File: config.mk
export PLATFORM = sky130hd
export DESIGN_NAME = fix_ari_mul_seq
export DESIGN_NICKNAME = d
export VERILOG_FILES = /design/src/rtl/fix_ari_mul_seq.sv
export SDC_FILE = /design/constraint.sdc
export NUM_CORES = 1
export LEC_CHECK = 0
export BUFFER_PORTS_ARGS = -buffer_cell sky130_fd_sc_hd__buf_2
export CAP_MARGIN = 10
export CORE_MARGIN = 4
export CORE_UTILIZATION = 29
export DETAILED_ROUTE_END_ITERATION = 10
export PLACE_DENSITY = 0.53
export SLEW_MARGIN = 20
export SYNTH_ARGS = -nofsm -noshare
export SYNTH_HDL_FRONTEND = slang
export SYNTH_SLANG_ARGS = --single-unit
File: constraint.sdc
create_clock -name clk -period 5.91 [get_ports clk]
set_clock_uncertainty 0.2 [all_clocks]
set_input_delay 1.4775 -clock clk [delete_from_list [all_inputs] [get_ports clk]]
set_output_delay 1.4775 -clock clk [all_outputs]
set_load 0.005 [all_outputs]
File: src/rtl/fix_ari_mul_seq.sv
// Sequential signed fixed-point multiplier (Q12.16 by default).
// Operands are reduced to sign + magnitude and multiplied with a radix-2
// shift-add loop, one multiplier bit per cycle (LSB first). The magnitude is
// then rounded half-up, which gives half-away-from-zero rounding once the
// sign is applied. It is also saturated to the symmetric range [MIN, MAX].
// A single operation is in flight at a time, with valid/ready handshakes on
// both sides.
module fix_ari_mul_seq #(
  parameter int                      DATA = 29,
  parameter int                      INTE = 12,
  parameter int                      POIN = 16,
  parameter logic signed [DATA-1:0]  MIN  = 29'sh10000001,
  parameter logic signed [DATA-1:0]  MAX  = 29'sh0FFFFFFF
) (
  input  logic                   clk,
  input  logic                   rst_n,
  input  logic                   in_valid,
  output logic                   in_ready,
  input  logic signed [DATA-1:0] data_in1,
  input  logic signed [DATA-1:0] data_in2,
  output logic                   out_valid,
  input  logic                   out_ready,
  output logic signed [DATA-1:0] data_out,
  output logic                   ovf
);

  // The Q format only makes sense when sign + integer + fraction fill the word.
  generate
    if (DATA != 1 + INTE + POIN) begin : g_bad_width
      $error("fix_ari_mul_seq: DATA must equal 1+INTE+POIN");
    end
  endgenerate

  localparam int AW = 2 * DATA;           // accumulator width, holds |a|*|b|
  localparam int CW = $clog2(DATA + 1);   // counter also reaches DATA safely

  // Rounding constant: one half LSB of the Q-format result.
  localparam logic [AW-1:0] RND     = AW'(1) << (POIN - 1);
  // MAX is positive, so zero extension gives its full-width magnitude.
  localparam logic [AW-1:0] MAX_EXT = {{DATA{1'b0}}, MAX};

  typedef enum logic [1:0] {
    IDLE = 2'd0,
    MUL  = 2'd1,
    FIN  = 2'd2,
    DONE = 2'd3
  } state_e;

  state_e                   state_q;
  logic                     in_ready_q;
  logic                     out_valid_q;
  logic signed [DATA-1:0]   data_out_q;
  logic                     ovf_q;
  logic                     sign_q;
  logic        [DATA-1:0]   mcand_q;
  logic        [DATA-1:0]   mplier_q;
  logic        [AW-1:0]     acc_q;
  logic        [CW-1:0]     cnt_q;

  logic        [DATA-1:0]   mag1_d;
  logic        [DATA-1:0]   mag2_d;
  logic        [AW-1:0]     pp_d;
  logic        [AW-1:0]     acc_d;
  logic        [AW-1:0]     rsum_d;
  logic        [AW-1:0]     rmag_d;
  logic                     sat_d;
  logic signed [DATA-1:0]   res_d;

  // Operand magnitudes. The most negative input (-2^(DATA-1)) negates to its
  // own bit pattern, which read unsigned is exactly the right magnitude.
  always_comb begin
    mag1_d = data_in1;
    mag2_d = data_in2;
    if (data_in1[DATA-1]) mag1_d = $unsigned(-data_in1);
    if (data_in2[DATA-1]) mag2_d = $unsigned(-data_in2);
  end

  // Shift-add step: add the multiplicand weighted by the current bit position.
  always_comb begin
    pp_d  = {{DATA{1'b0}}, mcand_q} << cnt_q;
    acc_d = acc_q;
    if (mplier_q[cnt_q]) acc_d = acc_q + pp_d;
  end

  // Round the magnitude at full width, then saturate and apply the sign.
  // Comparing before any truncation means huge products cannot wrap into
  // the legal range.
  always_comb begin
    rsum_d = acc_q + RND;
    rmag_d = rsum_d >> POIN;
    sat_d  = (rmag_d > MAX_EXT);
    res_d  = $signed(rmag_d[DATA-1:0]);
    if (sign_q) res_d = -$signed(rmag_d[DATA-1:0]);
    if (sat_d)  res_d = sign_q ? MIN : MAX;
  end

  // Control FSM with registered handshake and result outputs.
  always_ff @(posedge clk or negedge rst_n) begin
    if (!rst_n) begin
      state_q     <= IDLE;
      in_ready_q  <= 1'b1;
      out_valid_q <= 1'b0;
      data_out_q  <= '0;
      ovf_q       <= 1'b0;
      sign_q      <= 1'b0;
      mcand_q     <= '0;
      mplier_q    <= '0;
      acc_q       <= '0;
      cnt_q       <= '0;
    end else begin
      case (state_q)
        IDLE: begin
          if (in_valid && in_ready_q) begin
            sign_q     <= data_in1[DATA-1] ^ data_in2[DATA-1];
            mcand_q    <= mag1_d;
            mplier_q   <= mag2_d;
            acc_q      <= '0;
            cnt_q      <= '0;
            in_ready_q <= 1'b0;
            state_q    <= MUL;
          end
        end
        MUL: begin
          acc_q <= acc_d;
          cnt_q <= cnt_q + CW'(1);
          if (cnt_q == CW'(DATA - 1)) state_q <= FIN;
        end
        FIN: begin
          data_out_q  <= res_d;
          ovf_q       <= sat_d;
          out_valid_q <= 1'b1;
          state_q     <= DONE;
        end
        DONE: begin
          // The result stays held until the consumer takes it. Ready for the
          // next operand returns on the same edge.
          if (out_ready) begin
            out_valid_q <= 1'b0;
            in_ready_q  <= 1'b1;
            state_q     <= IDLE;
          end
        end
        default: begin
          state_q     <= IDLE;
          in_ready_q  <= 1'b1;
          out_valid_q <= 1'b0;
        end
      endcase
    end
  end

  assign in_ready  = in_ready_q;
  assign out_valid = out_valid_q;
  assign data_out  = data_out_q;
  assign ovf       = ovf_q;

endmodule

==> metrics.cfg, run 1 <==
[critical_path]
path_max_fanout = 23
crit_required_ns = 6.09
crit_path_start = cnt_q[1]
crit_path_start_kind = flop
critical_path.endpoint_type = flop
crit_type = reg -> reg
r2r_cells = 16
r2r-start = cnt_q[1]
crit_arrival_ns = 5.50

[yosys]
synthTopCellsByArea = dfrtp_1 27%, nand2_1 7.3%, o21ai_0 6.7%
synth_warnings = 0
synth-edff-count = 0
async_flop_share = 1.000
synth.net_count = 1986
synth_top_area_frac = 0.2685
avgSynthCellArea_um2 = 7.788
syn_inst = 1855
ys_types = 78
synth-seq-cells = 156
synthFlopType = dfrtp_1
synth_seq_area_share = 0.2703
syn_area_um2 = 14450
synth_area_leader_cell = dfrtp_1

[floorplan]
die_w_um = 231.2
die_area_um2 = 53450
initial_core_util = 0.2945
coreArea_um2 = 49050
ios = 94
rows = 81
die_h_um = 231.2

[timing]
holdWs_ns = 0.2790
period_share = 0.9000
tightest_slew_ns = 0.9989
rsz0062_at_grt = false
relSlewSlack = 0.3341
drv_slew = 0
fin_crit_ns = 5.319
max_freq_mhz = 188.0
hold_viol = 0
tns_ns = 0
setup_viol = 0

[detailed_routing]
initialDrtViolationCount = 1089
vias = 13550
wirelength_um = 43700
first_pass_iters = 5
ant_nets = 0
wire_per_inst_um = 17.14
drcViolationCount = 0
viasPerCell = 5.315

[clocking]
htreeDepth = 4
clk_pin_slew_worst_paths_ns = 0.07
ctsResizeCount = 0
clockRootBuffer = clkbuf_16
cts.sinks = 156
ctsHoldBuffers = 0
worst_skew_pair.late_latency_ns = 0.47
cts_setup_buffers = 0
cts_tree = built
cts_made_buffers = 17
cts_max_path_buffers = 2

[grt]
grt_max_degree = 91
first_global_vias = 13010
grt_usage = 0.1619
antenna_found_initial = 0
grt_pass1_wl_um = 70380
grt_overflow = 0

[run]
cap_violations = 0

[power]
total_power_mw = 8.414
leakagePower_nw = 6.634
p_per_area_nw_per_um2 = 524.2
ir_drop_v = 0.0002700

[final_layout]
finalInstanceArea_um2 = 16050
diodes = 0
instances_no_fill = 2549
drive_above_1_share = 0.1172
nets = 2003
nFillCells = 5238
layout_commonest_cell = nand2_1
most-common-layout-cells = 280 x nand2_1, 192 x o21ai_0, 153 x dfrtp_1
area_growth_pct = 11.12

[run_status]
status = finished clean

[placement]
dpl.hpwl_um = 34450
place_inst = 2517
place_area_um2 = 15470
place_congestion = 0.9677
io_buffers = 93

[min_path]
holdCritPathClass = reg -> reg
hp-start = mplier_q[19]
min_path_cells = 2

==> worst max-delay path, stage by stage, from the launching register on <==
cell and delay (ns):
dfrtp_2 0.67, mux2_2 0.41, o21ai_0 0.48, nor2_1 0.08
a21oi_1 0.30, mux2_2 0.26, mux2i_1 0.09, ha_1 0.42
nand4_1 0.23, inv_1 0.07, a221oi_1 0.34, nor3_1 0.11
o31ai_1 0.43, a21oi_1 0.23, or4_1 0.58, and3_1 0.18
o211ai_1 0.16
==> cell families (layout without fill, tap and decap cells) <==
| family | after synthesis | count (layout) | share of synthesized area |
|---|---|---|---|
| compound gates | 548 | 548 | 0.2342 |
| xor+xnor | 136 | 136 | 0.08245 |
| fa+ha+maj | 69 | 69 | 0.06028 |
| mux | 98 | 98 | 0.08670 |
| simple gates | 681 | 681 | 0.2209 |
| buf+inv | 167 | 197 | 0.04512 |
| flops | 156 | 156 | 0.2703 |
==> final timing paths <==
check,endpoint,slack (ns)
max in group asynchronous,mcand_q[15],3.59
min,mplier_q[19],0.28
min in group asynchronous,data_out[6],0.90
min reg2reg,mplier_q[19],0.28
max reg2reg,acc_q[57],0.59
max,acc_q[57],0.59
==> layer usage <==
layer | track usage | up-vias | part of all wire
met5 | 0 | - | 0
met4 | 0.04792 | 0 | 0.021
met3 | 0.02692 | 56 | 0.050
met2 | 0.2499 | 354 | 0.43
met1 | 0.2325 | 6353 | 0.49
li1 | - | 6784 | -
==> synthesized netlist by cell type, drive strengths merged, types with 4 or more instances <==
cell type	count
mux2	27
and2	14
nand2b	21
o211ai	12
o2bb2ai	6
o21a	11
a2111oi	4
and4	9
o2111ai	5
o221ai	4
mux4	19
clkinv	4
xnor2	56
and3	17
a22oi	4
dfrtp	155
ha	68
o21bai	16
o21ai	195
a211oi	22
nor3	32
clkbuf	95
nand2	281
xor2	80
inv	47
or3	19
o22ai	17
mux2i	52
a32o	4
buf	21
or4	14
nand3	54
nand4	38
a21o	23
nor4	11
o41ai	13
or2	7
a21oi	137
nor2b	14
a22o	6
o31ai	19
a31oi	13
nor2	140
==> stage by stage <==
step / setup WS, ns / utilization
floorplan: 0.9444 / -
global placement: 0.5933 / 0.3155
detailed placement: 0.6503 / 0.3155
CTS: 0.6192 / 0.3272
global route: 0.2863 / 0.3273
finish: 0.5912 / 0.3273
==> power by group <==
part | leakage [nW] | switching (mW) | internal, mW
combinational | 4.35 | 3.38 | 2.07
clock | 0.279 | 0.487 | 0.597
sequential | 2.00 | 0.427 | 1.46
==> layout make-up <==
type                    count  area [um^2]  share of cell area
clock buffers              18        439.2             0.02736
clock inverters            14        136.4            0.008496
inverters                  51        191.4             0.01193
multi-input cells        1532         9918              0.6178
flip-flops and latches    156         3908              0.2434
well taps                 664        830.8             0.05175
repair buffers            114        629.4             0.03921
==> flip-flops by register name, summed over array words and instances, names as in the netlist, 2 cells and up <==
name      cells
acc_q        58
cnt_q         5
mplier_q     29
state_q       2
mcand_q      29
data_out     29
Power figures use the tool's default switching activity.
==> run 2: changes to the inputs <==
--- a/config.mk
+++ b/config.mk
@@ -10,7 +10,6 @@
 export CORE_MARGIN = 4
 export CORE_UTILIZATION = 29
 export DETAILED_ROUTE_END_ITERATION = 10
-export PLACE_DENSITY = 0.53
 export SLEW_MARGIN = 20
 export SYNTH_ARGS = -nofsm -noshare
 export SYNTH_HDL_FRONTEND = slang
==> run 2 against run 1 <==
Compared with the run above:
- sequential share of layout area about the same
- combinational power about the same
- non-clock buffer count up 2
- cell count about the same
- sequential power about the same
- sequential cell count unchanged
- via count up 0.47%
- wire length about the same
- utilization up 0.079 points
- final area up 0.24%
- worst setup slack worse by 0.11 ns
- register-to-register slack worse by 0.11 ns
- critical endpoint unchanged
- largest cell class unchanged
==> metrics.cfg, run 2 (synthesized netlist as in run 1, its figures left out) <==
[final_layout]
most-common-layout-cells = 280 x nand2_1, 192 x o21ai_0, 153 x dfrtp_1
drive_above_1_share = 0.1176  ; +0.0004057
layout_commonest_cell = nand2_1
fin_util = 0.3281  ; +0.0007900
nets = 2005  ; +0.10%
diodes = 0  ; unchanged
multi_input_area_um2 = 9916  ; about the same
largest_reg_flops = 58  ; unchanged
area_growth_pct = 11.39
regMostFlops = acc_q
seq_area_um2 = 3910  ; about the same
nFillCells = 5260  ; +0.42%

[timing]
rsz0062_at_grt = false
setup_viol = 0  ; unchanged
tightest_slew_ns = 0.9481  ; -0.05080 ns
hold_viol = 0  ; unchanged
max_freq_mhz = 184.0  ; -2.1%
fin_crit_ns = 5.434  ; +0.1149 ns
tns_ns = 0  ; unchanged
period_share = 0.9194  ; +0.01944
relSlewSlack = 0.3656  ; +0.03153
drv_slew = 0  ; unchanged

[placement]
io_buffers = 93  ; unchanged
place_congestion = 0.9085  ; -6.1%
dpl.hpwl_um = 34310  ; -0.41%

[detailed_routing]
viasPerCell = 5.335  ; +0.39%
initialDrtViolationCount = 899  ; -17%
drcViolationCount = 0  ; unchanged
first_pass_iters = 5  ; unchanged
wirelength_um = 43720  ; about the same
ant_nets = 0  ; unchanged
wire_per_inst_um = 17.14  ; about the same
vias = 13610  ; +0.47%

[run_status]
status = finished clean

[clocking]
cts_made_buffers = 17  ; unchanged
worst_skew_pair.late_latency_ns = 0.47  ; about the same
htreeDepth = 4  ; unchanged
clockRootBuffer = clkbuf_16
ctsHoldBuffers = 0  ; unchanged
cts.sinks = 156  ; unchanged
cts_tree = built
cts_max_path_buffers = 2  ; unchanged
clk_pin_slew_worst_paths_ns = 0.07  ; about the same

[critical_path]
path_max_fanout = 38  ; +65%
crit_arrival_ns = 5.62  ; +0.12 ns
crit_required_ns = 6.10  ; about the same
cp_slowest_cell = dfrtp_4
crit_type = reg -> reg
crit_path_start_kind = flop
max_stage_delay_ns = 0.72  ; +0.05 ns
critical_path.endpoint_type = flop
crit_chain = mux2_2, o21ai_0, nor2_1, a21oi_1, mux2_2, mux2i_1, ha_1, nand4_1, inv_1, a221oi_1, nor3_1, o31ai_1, a21oi_1, or4_1, and3_1, o211ai_1

[run]
cap_violations = 0  ; unchanged

[floorplan]
initial_core_util = 0.2945  ; unchanged
ios = 94  ; unchanged
rows = 81  ; unchanged
die_area_um2 = 53450  ; unchanged
die_w_um = 231.2  ; unchanged
die_h_um = 231.2  ; unchanged
coreArea_um2 = 49050  ; unchanged

[grt]
grt_usage = 0.1615  ; -0.0003997
grt_overflow = 0  ; unchanged
grt_pass1_wl_um = 70400  ; about the same
grt_max_degree = 92  ; +1.1%
antenna_found_initial = 2  ; +2
first_global_vias = 12900  ; -0.88%

[power]
ir_drop_v = 0.0002603  ; -3.6%
p_per_area_nw_per_um2 = 525.6  ; +0.27%
leakagePower_nw = 6.653  ; +0.28%

[min_path]
holdCritPathClass = reg -> reg

[run 2: cell count changes in the layout (fill, tap and decap cells not counted), sizes merged]
cell,change
clkinv,-5
buf,+2
inv,+5
[run 2: worst max-delay path: cells and delay by family (launching register included)]
kind / cells / cell delay (ns)
compound gates: 6 / 2.03
simple gates: 5 / 1.16
mux: 3 / 0.75
flops: 1 / 0.72
fa+ha+maj: 1 / 0.42
buf+inv: 1 / 0.06
[run 2: power breakdown]
| group | switching [mW] | internal, mW |
|---|---|---|
| sequential | 0.427 | 1.46 |
| combinational | 3.37 | 2.07 |
| clock | 0.514 | 0.607 |
| total | 4.31 | 4.14 |
[run 2: routing by layer]
layer  wire [um]  track usage  up-vias
li1            -            -     6798
met1       21550       0.2309     6421
met2       19230       0.2518      334
met3        2011      0.02753       53
met4         909      0.04435        4
met5          17            0        -
[run 2: stage by stage]
stage          area [um^2]  power [mW]  hold slack (ns)  worst slack [ns]  instances
3_3_place_gp         15500       7.259           0.2579            0.3786       2519
5_1_grt              16090       9.184           0.3094           0.03689       2551
6_report             16090       8.458           0.2806            0.4763       2551
4_1_cts              16090       8.462           0.2843            0.3932       2551
3_5_place_dp         15500       7.290           0.2688            0.4252       2519
2_1_floorplan        14450       5.759           0.2349            0.9444       1855
[run 2: area by class of cell]
type | count | area share
Multi-Input combinational cell | 1532 | 0.6162
Sequential cell | 156 | 0.2430
Tap cell | 664 | 0.05163
Timing Repair Buffer | 116 | 0.04082
Clock buffer | 18 | 0.02729
Inverter | 51 | 0.01190
Clock inverter | 14 | 0.009175
[run 2: timing repair]
action,CTS,global route
setup endpoints to repair,0,3
buffers inserted,0,0
gates resized for setup,0,1
[run 2: path summary, 6_finish.rpt]
kind	from	to	slack, ns	cells after the start
max	cnt_q[1]	acc_q[57]	0.48	16
min in group asynchronous	rst_n	data_out[0]	0.91	1
min reg2reg	mplier_q[0]	mplier_q[0]	0.28	2
min	mplier_q[0]	mplier_q[0]	0.28	2
max in group asynchronous	rst_n	mcand_q[27]	3.61	2
max reg2reg	cnt_q[1]	acc_q[57]	0.48	16
